<file path="src/rtl/pid_timing_pkg.sv">
// Shared timing types for the PID sample scheduler.
// Holds the scheduler state encoding and datapath limits.
package pid_timing_pkg;

    localparam int          DEF_CNT_W  = 64;
    localparam int unsigned MIN_PERIOD = 2;

    typedef enum logic [1:0] {
        IDLE,
        ARM,
        RUN
    } sched_state_t;

endpackage

</file>
<file path="src/rtl/pid_sample_scheduler.sv">
// Fixed-period sample strobe generator for the PID core.
// Owns the timer clear and reports elapsed time per delivered sample.
module pid_sample_scheduler
    import pid_timing_pkg::*;
#(
    parameter int          CNT_W          = DEF_CNT_W,
    parameter int unsigned PERIOD_DEFAULT = 100000,
    parameter int          MISS_W         = 16
) (
    input  logic              clk,
    input  logic              rst_n,
    input  logic              enable,
    input  logic [CNT_W-1:0]  period_in,
    input  logic              period_load,
    input  logic              clear_status,
    input  logic [CNT_W-1:0]  counter_timer,
    input  logic              overflow,
    output logic              reset_timer,
    output logic              sample_valid,
    input  logic              sample_ready,
    output logic [CNT_W-1:0]  sample_dt,
    output logic [CNT_W-1:0]  sample_stamp,
    output logic [MISS_W-1:0] missed_count,
    output logic              overrun,
    output logic              timer_fault
);

    sched_state_t     state;
    sched_state_t     state_nx;
    logic [CNT_W-1:0] period_reg;
    logic [CNT_W-1:0] deadline;
    logic [CNT_W-1:0] last_stamp;
    logic [CNT_W-1:0] base;
    logic [CNT_W-1:0] dt_new;
    logic [CNT_W-1:0] dl_next;
    logic [CNT_W-1:0] period_new;
    logic [CNT_W:0]   dl_sum;
    logic             in_run;
    logic             park;
    logic             fault;
    logic             take;
    logic             hit;
    logic             fire;
    logic             drop;

    assign in_run = (state == RUN);
    assign park   = in_run & ~enable;
    assign fault  = in_run & enable & overflow;
    assign take   = sample_valid & sample_ready;
    assign hit    = in_run & enable & ~overflow
                  & (counter_timer >= deadline);
    assign fire   = hit & (~sample_valid | sample_ready);
    assign drop   = hit & sample_valid & ~sample_ready;

    // A same-cycle accept makes the accepted stamp the new reference.
    assign base   = take ? sample_stamp : last_stamp;
    assign dt_new = counter_timer - base;

    // Deadline advance pins at all-ones instead of wrapping.
    assign dl_sum  = {1'b0, deadline} + {1'b0, period_reg};
    assign dl_next = dl_sum[CNT_W] ? '1 : dl_sum[CNT_W-1:0];

    assign period_new =
        (period_in < CNT_W'(MIN_PERIOD)) ? CNT_W'(MIN_PERIOD)
                                         : period_in;

    // Timer is held clear whenever the scheduler is not running.
    assign reset_timer = ~in_run;

    // State register.
    always_ff @(posedge clk or negedge rst_n) begin
        if (!rst_n) state <= IDLE;
        else        state <= state_nx;
    end

    // Next-state decode; disable beats overflow restart.
    always_comb begin
        state_nx = state;
        unique case (state)
            IDLE:    if (enable) state_nx = ARM;
            ARM:     state_nx = RUN;
            RUN: begin
                if (!enable)       state_nx = IDLE;
                else if (overflow) state_nx = ARM;
            end
            default: state_nx = IDLE;
        endcase
    end

    // Period register, clamped to the minimum usable period.
    always_ff @(posedge clk or negedge rst_n) begin
        if (!rst_n)           period_reg <= CNT_W'(PERIOD_DEFAULT);
        else if (period_load) period_reg <= period_new;
    end

    // Deadline and reference stamp; both rebase while arming.
    always_ff @(posedge clk or negedge rst_n) begin
        if (!rst_n) begin
            deadline   <= '0;
            last_stamp <= '0;
        end else if (state == ARM) begin
            deadline   <= period_reg;
            last_stamp <= '0;
        end else begin
            if (hit)  deadline   <= dl_next;
            if (take) last_stamp <= sample_stamp;
        end
    end

    // Output sample slot; held stable while stalled.
    always_ff @(posedge clk or negedge rst_n) begin
        if (!rst_n) begin
            sample_valid <= 1'b0;
            sample_dt    <= '0;
            sample_stamp <= '0;
        end else if (park) begin
            sample_valid <= 1'b0;
        end else if (fire) begin
            sample_valid <= 1'b1;
            sample_dt    <= dt_new;
            sample_stamp <= counter_timer;
        end else if (take) begin
            sample_valid <= 1'b0;
        end
    end

    // Sticky status; a new event wins over a same-cycle clear.
    always_ff @(posedge clk or negedge rst_n) begin
        if (!rst_n) begin
            missed_count <= '0;
            overrun      <= 1'b0;
            timer_fault  <= 1'b0;
        end else begin
            if (drop) begin
                overrun <= 1'b1;
                if (clear_status)
                    missed_count <= MISS_W'(1);
                else if (~&missed_count)
                    missed_count <= missed_count + MISS_W'(1);
            end else if (clear_status) begin
                overrun      <= 1'b0;
                missed_count <= '0;
            end
            if (fault)             timer_fault <= 1'b1;
            else if (clear_status) timer_fault <= 1'b0;
        end
    end

endmodule

</file>
<file path="config.mk">
export PLATFORM = sky130hd
export DESIGN_NAME = pid_sample_scheduler
export DESIGN_NICKNAME = d
export VERILOG_FILES = /design/src/rtl/pid_timing_pkg.sv /design/src/rtl/pid_sample_scheduler.sv
export SDC_FILE = /design/constraint.sdc
export NUM_CORES = 1
export LEC_CHECK = 0
export CORE_AREA = 5 5 272 221
export DETAILED_ROUTE_END_ITERATION = 8
export DIE_AREA = 0 0 277 226
export DONT_BUFFER_PORTS = 1
export PLACE_DENSITY = 0.64
export REMOVE_ABC_BUFFERS = 1
export SYNTH_ARGS = -nofsm -noshare
export SYNTH_HDL_FRONTEND = slang
export SYNTH_SLANG_ARGS = --single-unit
</file>
<file path="constraint.sdc">
create_clock -name clk -period 4.95 [get_ports clk]
set_input_delay 0.495 -clock clk [delete_from_list [all_inputs] [get_ports clk]]
set_output_delay 0.495 -clock clk [all_outputs]
set_load 0.05 [all_outputs]
</file>
==> results of run 1 <==
power by group through the flow:
stage	registers, mW	logic [mW]	clock network, mW
detailed placement	6.02	4.21	0
finish	5.96	4.29	2.92
global route	6.03	4.78	3.10
CTS	5.97	4.24	2.99
floorplan	5.76	3.16	0
global placement	6.00	4.13	0
through the flow:
step / cells / hold slack [ns] / setup slack, ns / utilization (%)
floorplan: 2415 / 0.199 / -0.745 / -
global placement: 3209 / 0.206 / 0.741 / 40.4
detailed placement: 3209 / 0.207 / 0.662 / 40.4
CTS: 3281 / -0.397 / 0.757 / 42.7
global route: 3283 / -0.393 / 0.499 / 42.7
finish: 3283 / -0.362 / 0.744 / 42.7
final timing paths:
kind / from / endpoint / slack, ns / depth (start not counted)
setup / recovery: sample_valid$_DFFE_PN0P_ / sample_dt[60]$_DFFE_PN0P_ / 0.74 / 14
hold / removal: rst_n / period_reg[8]$_DFFE_PN0P_ / -0.36 / 0
setup reg to reg: sample_valid$_DFFE_PN0P_ / sample_dt[60]$_DFFE_PN0P_ / 0.74 / 14
hold reg to reg: last_stamp[32]$_DFF_PN0_ / last_stamp[32]$_DFF_PN0_ / 0.54 / 2
max in group asynchronous: rst_n / deadline[33]$_DFFE_PN0P_ / 4.08 / 0
min in group clk: counter_timer[2] / sample_stamp[2]$_DFFE_PN0P_ / 0.04 / 2
placed cells by master (no fill, tap or decap), drive strengths merged, types with 9 or more instances in the layout:
cell	count
mux2i	66
ha	192
o22ai	51
a2111oi	9
nor2	176
clkbuf	55
nand2b	15
o21a	25
mux2	71
nand4	56
xnor2	73
a211oi	32
nor3	37
buf	25
o21bai	23
o211ai	15
a21o	48
and3	13
dfrtp	335
and2	11
nor4	26
nor2b	25
inv	100
a21oi	225
a31oi	17
nand3	38
xor2	50
nand2	411
o31ai	9
clkinv	10
or3	11
o21ai	153
routing by layer:
layer / up-vias / track usage, % / wire length [µm]
met5: - / 0 / 16
met4: 2 / 8.04 / 2630
met3: 133 / 3.81 / 4600
met2: 650 / 35.0 / 32700
met1: 9340 / 32.2 / 33900
li1: 8991 / - / -
area by class of cell:
cell class / count / area (µm²)
inverter: 97 / 364
tap: 769 / 962
clock buffer: 55 / 1150
antenna: 2 / 5.00
sequential: 341 / 8540
fill: 5602 / 32800
timing repair buffer: 26 / 248
multi-input combinational: 1977 / 13100
clock inverter: 16 / 133
logic make-up (layout without fill, tap and decap cells):
group | after synthesis | after routing | synth area share (%)
AO/OA/AOI/OAI | 680 | 680 | 19.1
other | 0 | 2 | 0
AND/OR/NAND/NOR | 843 | 843 | 16.7
XOR/XNOR | 123 | 123 | 4.79
adder cells (fa/ha/maj) | 194 | 194 | 10.9
flip-flops | 341 | 341 | 38.0
buffers and inverters | 219 | 194 | 3.99
multiplexers | 137 | 137 | 6.49
worst max-delay path, cell delays in order, from the launching register on:
cell	delay (ns)
dfrtp_1	0.41
nand2_4	0.16
buf_4	0.59
mux2i_1	0.38
ha_1	0.39
a21oi_1	0.26
o21ai_0	0.18
nor2_1	0.13
o211ai_1	0.14
o21ai_0	0.47
and4b_1	0.26
nor2_1	0.08
a311oi_1	0.34
xor2_1	0.18
o21ai_0	0.08
==> results.ini, run 1 <==
[clock_network]
clock_path_buffers = 3
cts_hold_buf = 1
clkSinkCount = 341
cts_resized = 0
post_cts_buffers = 0
cts_tree = built
clk_pin_slew_ns = 0.06
htree_levels = 2
cts_made_buffers = 40
clock_latency_ns = 0.57
cts_root_buf = clkbuf_16

[power_and_ir_drop]
switching_power_mw = 6.31
max-vdd-ir-drop_mv = 0.250
p_per_area_mw_per_mm2 = 538
p_int_mw = 6.87
power.share.clock_pct = 22.2
comb_power_share_pct = 32.6
seq_power_share_pct = 45.2
total_power_mw = 13.2
swShare_pct = 47.9
leakage_nw = 11.4

[placement]
hpwlAfterDp_um = 56500
gp_congestion = 0.933
placed_area_mm2 = 0.0232
io_buffers = 0

[detailed_routing]
wl_per_cell_um = 22.5
firstDrtPassIters = 6
vias = 19100
drtIter0Drc = 1603
drtAntennaViolNets = 0
drc_errors = 0
wirelength_um = 73900
vias_per_cell = 5.82

[worst_setup_path]
arrival_ns = 4.64
endpoint_kind = flip-flop
worstPathMaxFanout = 36
critPathRequiredTime_ns = 5.39
critPathKind = reg2reg
worstSetupStartpointType = flip-flop

[synth]
yosys_warnings = 0
synth.area.top_cells = dfrtp_1 37%, ha_1 11%, nand2_1 6.8%
syn-instance-count = 2537
ys.flop_type = dfrtp_1
ys_async_sr_fraction_pct = 100
syn-cell-area_mm2 = 0.0225
synth_top_cell_by_area = dfrtp_1
yosysMostFrequentCell = nand2_1
synth_enable_flop_cells = 0
synth_top_area_share_pct = 37.3
syn_area_per_cell_um2 = 8.86
synth_top_cells_by_count = 410 x nand2_1, 335 x dfrtp_1, 223 x a21oi_1
ys_types = 84
synth_seq_cells = 341
ys_seq_area_share_pct = 38.0

[timing]
final.min_clock_period_ns = 4.21
post-route-period-util_pct = 85.0
final-max-slew-violation-count = 41
finalHoldViolCount = 341
maxSlewHeadroom_pct = -2.81
tightest_slew_ns = 1.54
rsz0062_at_grt = false
clock.fmax_mhz = 238
setup_viol = 0
tns_ns = 0
fin_worst_hold_slack_ns = -0.362
finClkSkew_ns = 0.0177

[grt]
grt_usage_pct = 22.6
grt_pass1_wl_um = 112000
grt_pass1_vias = 18200
grt_max_degree = 342
gr-total-overflow = 0
antenna_found_initial = 2

[floorplan]
dieArea_mm2 = 0.0626
ioPinCount = 283
start_util_pct = 39.2
chipHeight_um = 226
rows = 79
die_w_um = 277
coreArea_mm2 = 0.0573

[cells_and_area]
final_area_mm2 = 0.0245
layout-drive-gt1-share_pct = 7.96
fin_nets = 2812
syn_to_final_growth_pct = 8.88

[hold_path]
worstHoldPathType = in2async

[outcome]
status = finished, violations left
failed_checks = hold timing, slew limit

[flow_run]
cap_violations = 0

No activity file was read; power rests on OpenSTA's default activity.
==> inputs of run 2 (changes only) <==
Settings changed: PLACE_DENSITY 0.64 to 0.66.
Clock period 4.95 ns to 3.4 ns, I/O delays scaled along.
==> run 2 against run 1 <==
  * The run ends with hold timing, setup timing left
  * Critical path type unchanged
  * First-iteration DRC count rose by 22%
  * Critical endpoint unchanged
  * Highest routed layer is now met4
  * Clock power rose by 57%
  * Largest cell class unchanged
  * Clock-buffer cell count fell by 4
  * Combinational power rose by 110%
==> results.ini, run 2 (synthesis gave the netlist of run 1 again) <==
[outcome]
status = finished, violations left
failed_checks = hold timing, setup timing

[clock_network]
htree_levels = 2
clkSinkCount = 341
cts_tree = built
clock_path_buffers = 3
cts_hold_buf = 132
clk_pin_slew_ns = 0.06
cts_root_buf = clkbuf_16
clock_latency_ns = 0.60
cts_made_buffers = 41

[worst_setup_path]
endpoint_kind = flip-flop
worstSetupStartpointType = flip-flop
critPathRequiredTime_ns = 3.85
critPathKind = reg2reg
crit-reg2reg-launch = sample_valid$_DFFE_PN0P_
crit_top_cell = buf_12
arrival_ns = 4.14
worstSetupEndpoint = sample_dt[60]$_DFFE_PN0P_
crit_chain = nand2_4 > buf_12 > buf_12 > buf_8 > buf_12 > mux2i_4 > ha_4 > a21oi_4 > o21bai_4 > a221oi_2 > buf_4 > o211ai_1 > o21ai_2 > and4b_1 > nor2_4 > a311oi_2 > xor2_1 > o21ai_1
path_depth = 18
reg2reg_slack_ns = -0.29
worstPathMaxFanout = 8
cp_top_family = compound AO/OA/AOI/OAI gates
reg2reg_depth = 18
crit_start = sample_valid$_DFFE_PN0P_
cp.buffers_inverters = 5
worstReg2RegEnd = sample_dt[60]$_DFFE_PN0P_
cp_slowest_cell = dfrtp_1
slowest_delay_ns = 0.40

[cells_and_area]
fin_nets = 3365
post-route-util_pct = 53.6
syn_to_final_growth_pct = 36.7
layout-drive-gt1-share_pct = 26.4
final_cell_mix = 402 x nand2_1, 402 x buf_4, 333 x dfrtp_1
final_cells = 3836
final_area_mm2 = 0.0307

[timing]
final-max-slew-violation-count = 0
fin_ws_ns = -0.288
setup_viol = 30
post-route-period-util_pct = 108
finClkSkew_ns = 0.0310
tightest_slew_ns = 1.10
finalHoldViolCount = 341
maxSlewHeadroom_pct = 26.6
rsz0062_at_grt = true
clock.fmax_mhz = 271
fin_worst_hold_slack_ns = -0.534
final.min_clock_period_ns = 3.69

[detailed_routing]
drc_errors = 0
route.met2.wl_um = 38500
drtAntennaViolNets = 0
wirelength_met1_um = 36600
dr_wl_met3_um = 6110
vias = 22000
vias_per_cell = 5.72
wirelength_um = 85200
drtIter0Drc = 1962
firstDrtPassIters = 6
dr.max_layer_used = met4
wl_per_cell_um = 22.2

[floorplan]
die_w_um = 277
ioPinCount = 283
dieArea_mm2 = 0.0626
start_util_pct = 39.2
chipHeight_um = 226
rows = 79
coreArea_mm2 = 0.0573

[grt]
grt_max_degree = 342
grt_pass1_vias = 21300
grt_usage_pct = 25.4
grt_pass1_wl_um = 126000
antenna_found_initial = 1
gr-total-overflow = 0

[power_and_ir_drop]
total_power_mw = 21.4
leakage_nw = 14.1
max-vdd-ir-drop_mv = 0.421
p_per_area_mw_per_mm2 = 696

[placement]
dp.cells = 3565
gp_congestion = 0.972
hpwlAfterDp_um = 60700
placed_area_mm2 = 0.0259
io_buffers = 0

[hold_path]
worstHoldPathType = in2async

[flow_run]
cap_violations = 0

run 2: metrics by stage:
stage          TNS [ns]  setup WS (ns)
5_1_grt           -6.04         -0.358
4_1_cts           -1.83         -0.173
3_5_place_dp     -12.05         -0.670
3_3_place_gp      -9.61         -0.705
6_report          -3.41         -0.288
2_1_floorplan   -279.80          -2.29
run 2: how the worst min path moves through the flow:
stage / slack (ns) / to
2_1_floorplan: 0.04 / deadline[0]$_DFFE_PN0P_
3_3_place_gp: 0.05 / period_reg[8]$_DFFE_PN0P_
3_5_place_dp: 0.05 / period_reg[8]$_DFFE_PN0P_
4_1_cts: -0.58 / period_reg[35]$_DFFE_PN0P_
5_1_grt: -0.56 / period_reg[8]$_DFFE_PN0P_
6_report: -0.53 / period_reg[8]$_DFFE_PN0P_
run 2: area by class of cell:
class	instances	area, µm²
diodes	1	2.50
clock buffers	51	1100
clock inverters	22	274
fillers	5069	26600
inverters	97	364
multi-input cells	1978	14400
flip-flops and latches	341	8540
well taps	769	962
repair buffers	577	5050
run 2: metal layers:
layer  global-route usage [%]  vias to the layer above
li1                         -                    10100
met1                     34.7                    10700
met2                     40.3                      939
met3                     4.27                      233
met4                     10.5                        0
met5                        0                        -
run 2: worst reg2reg max path: cells and delay by family, from the launching register on:
family	cells	cell delay, ns
buffers and inverters	5	0.71
flip-flops	1	0.40
AO/OA/AOI/OAI	7	1.34
XOR/XNOR	1	0.17
multiplexers	1	0.25
adder cells (fa/ha/maj)	1	0.25
AND/OR/NAND/NOR	3	0.45
run 2: repair_timing:
item / CTS / global route
gates resized for setup: 142 / 200
pin swaps: 48 / 76
cloned: 1 / 3
hold endpoints to repair: 487 / 341
setup endpoints to repair: 63 / 202
setup buffers: 28 / 36
run 2: report_power, final:
group / internal [mW] / switching [mW] / leakage (nW)
Clock: 2.70 / 1.88 / 0.679
Sequential: 5.11 / 2.50 / 4.27
Combinational: 3.67 / 5.53 / 9.17
Total: 11.5 / 9.91 / 14.1
==> inputs of run 3 (changes only) <==
Settings changed: TNS_END_PERCENT from default to 1.
==> run 3 against run 2 <==
  * Critical path depth shrank 3
  * Die area is the same
  * Worst setup slack worse by 0.040 ns
  * Combinational power decreased by 2.9%
  * Clock power about the same
  * Critical path type unchanged
  * Global-route usage shrank 0.19 points
  * Sequential cell count did not move
  * Critical endpoint is now sample_dt[31]$_DFFE_PN0P_
  * The flow still finishes with violations (hold timing, setup timing)
  * Register-to-register slack worse by 0.04 ns
  * Via count shrank 2.0%
==> results.ini, run 3 (synthesis gave the netlist of run 1 again) <==
[timing]
clock.fmax_mhz = 268
finClkSkew_ns = 0.0332
maxSlewHeadroom_pct = 26.4
fin_ws_ns = -0.328
tightest_slew_ns = 1.10
final-max-slew-violation-count = 0
tns_ns = -4.24
setup_viol = 28
finalHoldViolCount = 341
fin_worst_hold_slack_ns = -0.535
post-route-period-util_pct = 110
final.min_clock_period_ns = 3.73
rsz0062_at_grt = true

[worst_setup_path]
worstReg2RegEnd = sample_dt[31]$_DFFE_PN0P_
slowest_delay_ns = 0.41
crit-reg2reg-launch = sample_valid$_DFFE_PN0P_
path_depth = 15
cp_slowest_cell = o311a_4
critPathKind = reg2reg
crit_chain = nand2_4 > buf_12 > buf_8 > mux2i_1 > ha_1 > o21ai_1 > a21oi_1 > o31a_1 > o311a_4 > o31a_1 > a21o_1 > a221o_1 > a21oi_2 > xor2_1 > o21ai_1
cp_top_family = compound AO/OA/AOI/OAI gates
critPathRequiredTime_ns = 3.87
worstSetupStartpointType = flip-flop
worstPathMaxFanout = 7
cp.buffers_inverters = 2
reg2reg_depth = 15
reg2reg_slack_ns = -0.33
arrival_ns = 4.20
endpoint_kind = flip-flop

[flow_run]
cap_violations = 0

[cells_and_area]
final_cell_mix = 408 x nand2_1, 384 x buf_4, 333 x dfrtp_1
layout-drive-gt1-share_pct = 23.1
syn_to_final_growth_pct = 31.8
fin_nets = 3322
final_common_cell = nand2_1
final_cells = 3796
final_area_mm2 = 0.0296

[detailed_routing]
firstDrtPassIters = 5
vias = 21500
drtAntennaViolNets = 0
vias_per_cell = 5.67
wl_per_cell_um = 21.8
drtIter0Drc = 1766
wirelength_um = 82700
drc_errors = 0

[outcome]
failed_checks = hold timing, setup timing
status = finished, violations left

[floorplan]
ioPinCount = 283
coreArea_mm2 = 0.0573
die_w_um = 277
chipHeight_um = 226
rows = 79
dieArea_mm2 = 0.0626
start_util_pct = 39.2

[placement]
gp_congestion = 0.972
dp_slack_ns = -0.670
dp.cells = 3565
io_buffers = 0
placed_area_mm2 = 0.0259
hpwlAfterDp_um = 60700

[grt]
grt_max_degree = 342
grt_pass1_vias = 21200
grt_pass1_wl_um = 125000
gr-total-overflow = 0
antenna_found_initial = 4
grt_usage_pct = 25.2

[clock_network]
htree_levels = 2
clk_pin_slew_ns = 0.06
cts_root_buf = clkbuf_16
cts_made_buffers = 41
cts_hold_buf = 132
clkSinkCount = 341
cts_tree = built
clock_path_buffers = 3
clock_latency_ns = 0.60

[power_and_ir_drop]
p_per_area_mw_per_mm2 = 712
leakage_nw = 13.8
max-vdd-ir-drop_mv = 0.434

[hold_path]
worstHoldPathType = in2async

[run 3: area by class of cell]
cell class / instances / area, µm²
diodes: 4 / 10.0
repair buffers: 535 / 4550
inverters: 97 / 364
multi-input cells: 1977 / 13800
fillers: 5193 / 27700
flip-flops and latches: 341 / 8540
clock buffers: 51 / 1100
well taps: 769 / 962
clock inverters: 22 / 274
[run 3: metal layers]
| layer | vias up | part of all wire, % | track usage (%) |
|---|---|---|---|
| met5 | - | 0 | 0 |
| met4 | 0 | 4.2 | 9.94 |
| met3 | 180 | 6.9 | 4.27 |
| met2 | 803 | 45 | 39.9 |
| met1 | 10500 | 44 | 34.7 |
| li1 | 10000 | - | - |
[run 3: worst max path at each step]
stage / from / endpoint / slack (ns)
3_5_place_dp: sample_valid$_DFFE_PN0P_ / sample_dt[60]$_DFFE_PN0P_ / -0.67
5_1_grt: sample_valid$_DFFE_PN0P_ / sample_dt[31]$_DFFE_PN0P_ / -0.46
4_1_cts: sample_valid$_DFFE_PN0P_ / sample_dt[62]$_DFFE_PN0P_ / -0.19
3_3_place_gp: sample_valid$_DFFE_PN0P_ / sample_dt[60]$_DFFE_PN0P_ / -0.70
6_report: sample_valid$_DFFE_PN0P_ / sample_dt[31]$_DFFE_PN0P_ / -0.33
2_1_floorplan: sample_valid$_DFFE_PN0P_ / sample_dt[31]$_DFFE_PN0P_ / -2.29
[run 3: where the power goes]
group	switching [mW]	internal, mW
logic	5.41	3.53
registers	2.47	5.11
clock network	1.89	2.70
[run 3: repair_timing]
| item | in CTS | in global routing |
|---|---|---|
| cloned | 0 | 1 |
| gates resized for setup | 86 | 103 |
| setup endpoints to repair | 63 | 207 |
| setup buffers | 15 | 7 |
| endpoints found under the hold margin | 487 | 341 |
| pin swaps | 40 | 31 |
[run 3: worst reg2reg max path, delay by kind of cell (launching register included)]
| family | cells | cell delay, ns |
|---|---|---|
| compound gates | 9 | 2.06 |
| flops | 1 | 0.40 |
| fa+ha+maj | 1 | 0.32 |
| mux | 1 | 0.30 |
| buf+inv | 2 | 0.29 |
| xor+xnor | 1 | 0.15 |
| simple gates | 1 | 0.11 |
[run 3: through the flow]
stage | utilization [%] | power (mW)
floorplan | - | 13.0
global placement | 45.2 | 15.7
detailed placement | 45.2 | 15.9
CTS | 50.7 | 20.8
global route | 51.7 | 22.2
finish | 51.7 | 21.1
